**src/rtl/ccg_sweep_driver.sv**
```systemverilog
// ccg_sweep_driver: drives an exhaustive IN_W-bit sweep onto a combinational benchmark
// and compacts its outputs into a 16-bit MISR signature, with a start/result handshake.
// Build option: define CCG_SWEEP_LFSR_EN to issue vectors as 0 followed by a 12-bit
// maximal LFSR sequence instead of binary order (requires IN_W == 12).
module ccg_sweep_driver #(
    parameter int unsigned IN_W  = 12,
    parameter int unsigned OUT_W = 16,
    parameter int unsigned LAT   = 0,
    parameter logic [15:0] POLY  = 16'hD008,
    parameter logic [15:0] SEED  = 16'hFFFF
) (
    input  logic             clk,
    input  logic             rst_n,
    input  logic             start,
    output logic [IN_W-1:0]  x,
    input  logic [OUT_W-1:0] f,
    output logic             busy,
    output logic [15:0]      sig,
    output logic             sig_valid,
    input  logic             sig_ready
);

    typedef enum logic [1:0] {StIdle, StSweep, StDrain, StDone} state_e;

    state_e          state_q, state_d;
    logic [IN_W:0]   cnt_q, cnt_d;
    logic [IN_W-1:0] vec;
    logic [15:0]     sig_q, sig_d;
    logic [15:0]     f_ext;
    logic            start_ok;
    logic            issue;
    logic            last_vec;
    logic            capture;
    logic            drain_last;

    assign start_ok = (state_q == StIdle) && start;
    assign issue    = (state_q == StSweep);
    // Full-width compare: the extra counter bit keeps the terminal vector unambiguous.
    assign last_vec = issue && (cnt_q == {1'b0, {IN_W{1'b1}}});
    assign f_ext    = 16'(f);

    if (LAT == 0) begin : g_comb
        assign capture    = issue;
        assign drain_last = 1'b1;
    end else begin : g_lat
        localparam int unsigned DW = $clog2(LAT + 1);
        logic [LAT-1:0] tag_q;
        logic [DW-1:0]  drain_q;

        // Delay a valid tag alongside each issued vector; count cycles spent in DRAIN.
        always_ff @(posedge clk or negedge rst_n) begin
            if (!rst_n) begin
                tag_q   <= '0;
                drain_q <= '0;
            end else begin
                tag_q   <= (tag_q << 1) | LAT'(issue);
                drain_q <= (state_q == StDrain) ? drain_q + DW'(1) : '0;
            end
        end

        assign capture    = tag_q[LAT-1];
        assign drain_last = (drain_q == DW'(LAT - 1));
    end

`ifdef CCG_SWEEP_LFSR_EN
    if (IN_W != 12) begin : g_bad_in_w
        $error("ccg_sweep_driver: CCG_SWEEP_LFSR_EN requires IN_W == 12");
    end

    logic [IN_W-1:0] lfsr_q, lfsr_d;

    // Vector 0 first, then load 1 and step x^12+x^6+x^4+x+1 until the last vector.
    always_comb begin
        lfsr_d = lfsr_q;
        if (start_ok) begin
            lfsr_d = '0;
        end else if (issue && !last_vec) begin
            if (lfsr_q == '0) begin
                lfsr_d = IN_W'(1);
            end else begin
                lfsr_d = {lfsr_q[IN_W-2:0], lfsr_q[11] ^ lfsr_q[10] ^ lfsr_q[7] ^ lfsr_q[5]};
            end
        end
    end

    // LFSR state register.
    always_ff @(posedge clk or negedge rst_n) begin
        if (!rst_n) lfsr_q <= '0;
        else        lfsr_q <= lfsr_d;
    end

    assign vec = lfsr_q;
`else
    assign vec = cnt_q[IN_W-1:0];
`endif

    // Next state, vector counter and MISR update.
    always_comb begin
        state_d = state_q;
        cnt_d   = cnt_q;
        sig_d   = sig_q;
        unique case (state_q)
            StIdle: begin
                if (start) begin
                    state_d = StSweep;
                    cnt_d   = '0;
                end
            end
            StSweep: begin
                cnt_d = cnt_q + 1'b1;
                if (last_vec) state_d = (LAT == 0) ? StDone : StDrain;
            end
            StDrain: begin
                if (drain_last) state_d = StDone;
            end
            StDone: begin
                if (sig_ready) state_d = StIdle;
            end
            default: state_d = StIdle;
        endcase
        if (start_ok) begin
            sig_d = SEED;
        end else if (capture) begin
            sig_d = {sig_q[14:0], 1'b0} ^ (sig_q[15] ? POLY : 16'h0000) ^ f_ext;
        end
    end

    // State, counter and signature registers.
    always_ff @(posedge clk or negedge rst_n) begin
        if (!rst_n) begin
            state_q <= StIdle;
            cnt_q   <= '0;
            sig_q   <= SEED;
        end else begin
            state_q <= state_d;
            cnt_q   <= cnt_d;
            sig_q   <= sig_d;
        end
    end

    assign x         = issue ? vec : '0;
    assign busy      = (state_q == StSweep) || (state_q == StDrain);
    assign sig_valid = (state_q == StDone);
    assign sig       = sig_q;

endmodule

```
**config.mk**
```make
export PLATFORM = sky130hd
export DESIGN_NAME = ccg_sweep_driver
export DESIGN_NICKNAME = d
export VERILOG_FILES = /design/src/rtl/ccg_sweep_driver.sv
export SDC_FILE = /design/constraint.sdc
export NUM_CORES = 1
export LEC_CHECK = 0
export ABC_AREA = 1
export ABC_CLOCK_PERIOD_IN_PS = 3900
export BUFFER_PORTS_ARGS = -buffer_cell sky130_fd_sc_hd__buf_2
export CORE_ASPECT_RATIO = 1.1
export CORE_MARGIN = 10
export CORE_UTILIZATION = 32
export CTS_CLUSTER_SIZE = 8
export DETAILED_ROUTE_END_ITERATION = 6
export PLACE_DENSITY = 0.59
export SKIP_LAST_GASP = 1
export SYNTH_ARGS = -nofsm -noshare
export SYNTH_HDL_FRONTEND = slang
export SYNTH_SLANG_ARGS = --single-unit
export TNS_END_PERCENT = 100
```
**constraint.sdc**
```tcl
create_clock -name clk -period 3.9 [get_ports clk]
set_clock_uncertainty 0.05 [all_clocks]
set_input_delay 0.78 -clock clk [delete_from_list [all_inputs] [get_ports clk]]
set_output_delay 0.78 -clock clk [all_outputs]
set_load 0.05 [all_outputs]
```
; ---- Yosys cells after proc, flatten, opt, wreduce, memory -nomap -nowiden
; Cells that the tools add are included.
[totals]
in_bits = 20
word_cells = 31
regBits = 31
[classes]
bitwise_logic = 2
reduce_logical = 8
addsub = 1
muxes = 10
eq_ne = 7
[op_table]
columns = operator, n
row1 = $mux W16, 3
row2 = $xor A16 B16 Y16, 2
row3 = $pmux W13 S2, 1
row4 = $add A13 B1 Y13 const B, 1
row5 = $eq A13 B12 Y1 const B, 1
row6 = $mux W13, 1
row7 = $mux W12, 1
row8 = $pmux W2 S4, 1
row9 = $mux W2, 3
row10 = $eq A2 B2 Y1 const B, 2
row11 = $ne A2 B1 Y1 const B, 2
row12 = $reduce_bool A2 Y1, 2
row13 = $reduce_and A3 Y1, 1
row14 = $eq A2 B1 Y1 const B, 1
row15 = $logic_and A1 B1 Y1, 2
row16 = $logic_not A2 Y1, 1
row17 = $ne A2 B2 Y1 const B, 1
row18 = $reduce_and A2 Y1, 1
row19 = $logic_or A1 B1 Y1, 1

; ---- Longest topological paths before layout
[logic_depth]
word_depth = 5
mapped_depth = 11
mapped_depth_nobuf = 10

; ---- Worst setup path after synthesis
; OpenSTA, ideal clock, no wires.
[synth_timing]
path_kind = reg2out
start = reg state_q[1]
end = out x[10]
path_buffers = 2
slack_ns = 1.708
t_arrival_ns = 1.362
path_stages_with_launch = 7
cell_sequence = dfrtp_1 > inv_1 > ha_1 > buf_6 > clkbuf_1 > nand2_1 > inv_1
[synth_via]
elab_chain_len = 2
[synth_rtl]
columns = element, line_no
row1 = start: declaration, 25  ; state_e state_q, state_d;
row2 = start signal: assignment, 131  ; state_q <= StIdle;
row3 = start signal: assignment, 135  ; state_q <= state_d;
row4 = $eq A2 B1 Y1, 37  ; assign issue = (state_q == StSweep);
row5 = $mux W12, 141  ; assign x = issue ? vec : '0;
row6 = end: declaration, 15  ; output logic [IN_W-1:0] x,
; No other way between the ends.

; ---- Worst setup path in the final report
[layout_timing]
start = reg state_q[1]
end = out x[2]
; The elaborated chain is that of the path after synthesis.

==> summary.txt <==
Critical path
  • Critical Path End Type: output pin
  • FF-to-FF setup slack: 1730 ps
  • Worst reg-to-reg path cell count: 9
  • Crit path max fanout: 16
  • Worst Path Arrival: 1790 ps
  • Reg2reg end: cnt_q[6]$_DFFE_PN0P_
  • End point of the critical path: x[2]
  • Reg2reg start: state_q[1]$_DFFE_PN0P_
  • Worst Setup SP: state_q[1]$_DFFE_PN0P_
  • Critical Path Source Type: flip-flop
  • Required time of the critical path: 3070 ps
  • Critical path type: reg2out

Routing
  • Top sig layer: met4
  • Met2 WL post-DR: 1810 um
  • First-pass iteration count of the detailed router: 4
  • Antenna viol nets, final: 0
  • Number of DRC markers in iteration 0: 76
  • Vias per cell: 4.39
  • Routed met3 length: 258 um
  • Met1 wire length: 2060 um
  • Residual DRC count: 0
  • Routed WL: 4180 um
  • WL per Instance: 11.9 um
  • Vias: 1536

Synth
  • Unique cell type count in the Yosys netlist: 27
  • Seq/Total Area, Yosys: 0.444
  • Yosys warns: 0
  • Post-synth top flop: dfstp_2
  • Syn_nets: 249
  • Cell count after synthesis: 225
  • FFs w/ async S/R, synth: 1.00
  • Post-synthesis cell area: 1790 sq um
  • Yosys reg bits: 31
  • EDFF count, synth: 0
  • Avg Inst Size Synth: 7.96 sq um

Clocking
  • TritonCTS clock tree: built
  • Setup repair bufs after CTS: 0
  • Clk_lat worst skew: 290 ps
  • Number of buffers created by CTS: 5
  • CTS H-tree depth: 2
  • CTS Sinks: 31
  • CTS root buf: clkbuf_8
  • Post-cts sizing count: 0
  • Hold buffers post-CTS: 0
  • Max clock buf depth: 2
  • Worst-path clk slew: 60 ps

Global route
  • Vias in the first global route: 1552
  • Pin count of the biggest net entering global routing: 36
  • Tot GR Track Use: 0.0955
  • Gr ovfl total: 0
  • First-pass GRT wire length: 7100 um
  • Initial antenna violation count: 0

STA
  • Worst-Margin Slew: 693 ps
  • Final Hold Vio Count: 0
  • WHS: 452 ps
  • Setup violators final: 0
  • Period utilization: 0.672
  • RSZ-0062 raised after global routing: false
  • Clock period minus worst slack: 2620 ps
  • Fmax: 0.381 GHz
  • Slew margin rel.: 0.538
  • Setup slack after layout: 1280 ps
  • Slew Limit Fails: 0
  • Post-Route Setup TNS: 0 ps

Cells and area
  • Synth-to-Final Area Change: 23.4%
  • Diodes inserted: 0
  • Most frequent cells in the layout: buf_2 (49), nand2_1 (48), inv_1 (32)
  • Commonest non-fill, non-tap cell in the layout: buf_2
  • Fraction of layout cells with a size suffix above 1: 0.305
  • Post-layout util: 0.410
  • Nets@finish: 298
  • Final std cells w/o fill: 350

Power
  • Peak VDD IR: 0.332 mV
  • PwrDens: 943 nW/um^2
  • LEAKAGE: 1.17 nW

Run status
  • Status: finished clean

Floorplanning
  • Initial Util: 0.332
  • Core area: 5400 sq um
  • Die span in y: 98.5 um
  • Ports: 50
  • Area of the die: 9000 sq um
  • Core Rows: 28
  • Die W: 91.3 um

Min path
  • Hold Path Depth: 2
  • Hold Crit Class: reg2reg

Place
  • Buffers on Ports: 49
  • Placer Congestion: 0.722
  • Pre-CTS setup slack: 1550 ps
  • Total placed cells including tap cells: 342
  • Post-detail-place hpwl: 3130 um

Flow run
  • Max-cap viol count: 0
layout make-up:
cell class / instances / area [sq um]
timing repair buffer: 49 / 245
inverter: 35 / 134
clock inverter: 2 / 35.0
tap: 75 / 93.8
multi-input combinational: 152 / 825
sequential: 31 / 796
clock buffer: 6 / 82.6
fill: 583 / 3180
layer usage:
metal,global-route usage,vias to the layer above
li1,-,801
met1,0.107,689
met2,0.159,42
met3,0.0364,4
met4,0.0398,0
met5,0,-
registers in the layout (all words and copies together), names as in the netlist:
| signal | cells |
|---|---|
| cnt_q | 13 |
| state_q | 2 |
| sig | 16 |
critical path, stage by stage, from the launching register on:
cell	delay, ps
dfrtp_1	400
inv_1	80
ha_1	560
nand2_1	140
inv_1	80
buf_2	260
cells in the mapped netlist (2+ instances only):
master / n / area, sq um
nand2_2: 3 / 18.8
clkbuf_1: 3 / 11.3
inv_2: 2 / 7.51
a21oi_1: 19 / 95.1
xor2_1: 4 / 35.0
nand3_1: 5 / 25.0
nor2_1: 19 / 71.3
dfstp_2: 16 / 420
buf_2: 3 / 15.0
nand2_1: 48 / 180
inv_1: 32 / 120
nand4_1: 3 / 18.8
xnor2_1: 15 / 131
o21ai_0: 22 / 110
dfrtp_1: 15 / 375
ha_1: 4 / 50.1
nand2_4: 2 / 22.5
power by group:
part	switching, mW	internal, mW
Sequential	0.120	0.515
Clock	0.123	0.207
Combinational	0.802	0.318
through the flow:
stage / total power [mW] / instance area [sq um]
floorplan: 1.56 / 1790
global placement: 1.76 / 2090
detailed placement: 1.77 / 2090
CTS: 2.11 / 2210
global route: 2.24 / 2210
finish: 2.08 / 2210
logic make-up after synthesis:
logic type               share of synthesized area
flip-flops                                   0.444
adder cells (fa/ha/maj)                     0.0279
AO/OA/AOI/OAI                                0.126
buffers and inverters                       0.0957
AND/OR/NAND/NOR                              0.214
XOR/XNOR                                    0.0929
worst min-delay path by stage:
| stage | slack [ps] | end | from |
|---|---|---|---|
| after floorplan | 420 | state_q[1]$_DFFE_PN0P_ | state_q[1]$_DFFE_PN0P_ |
| after global routing | 480 | sig[0]$_DFFE_PN1P_ | sig[0]$_DFFE_PN1P_ |
| after global placement | 430 | state_q[1]$_DFFE_PN0P_ | state_q[1]$_DFFE_PN0P_ |
| after detailed placement | 450 | sig[0]$_DFFE_PN1P_ | sig[0]$_DFFE_PN1P_ |
| final | 450 | sig[0]$_DFFE_PN1P_ | sig[0]$_DFFE_PN1P_ |
| after CTS | 460 | sig[0]$_DFFE_PN1P_ | sig[0]$_DFFE_PN1P_ |
Power figures use the tool's default switching activity.
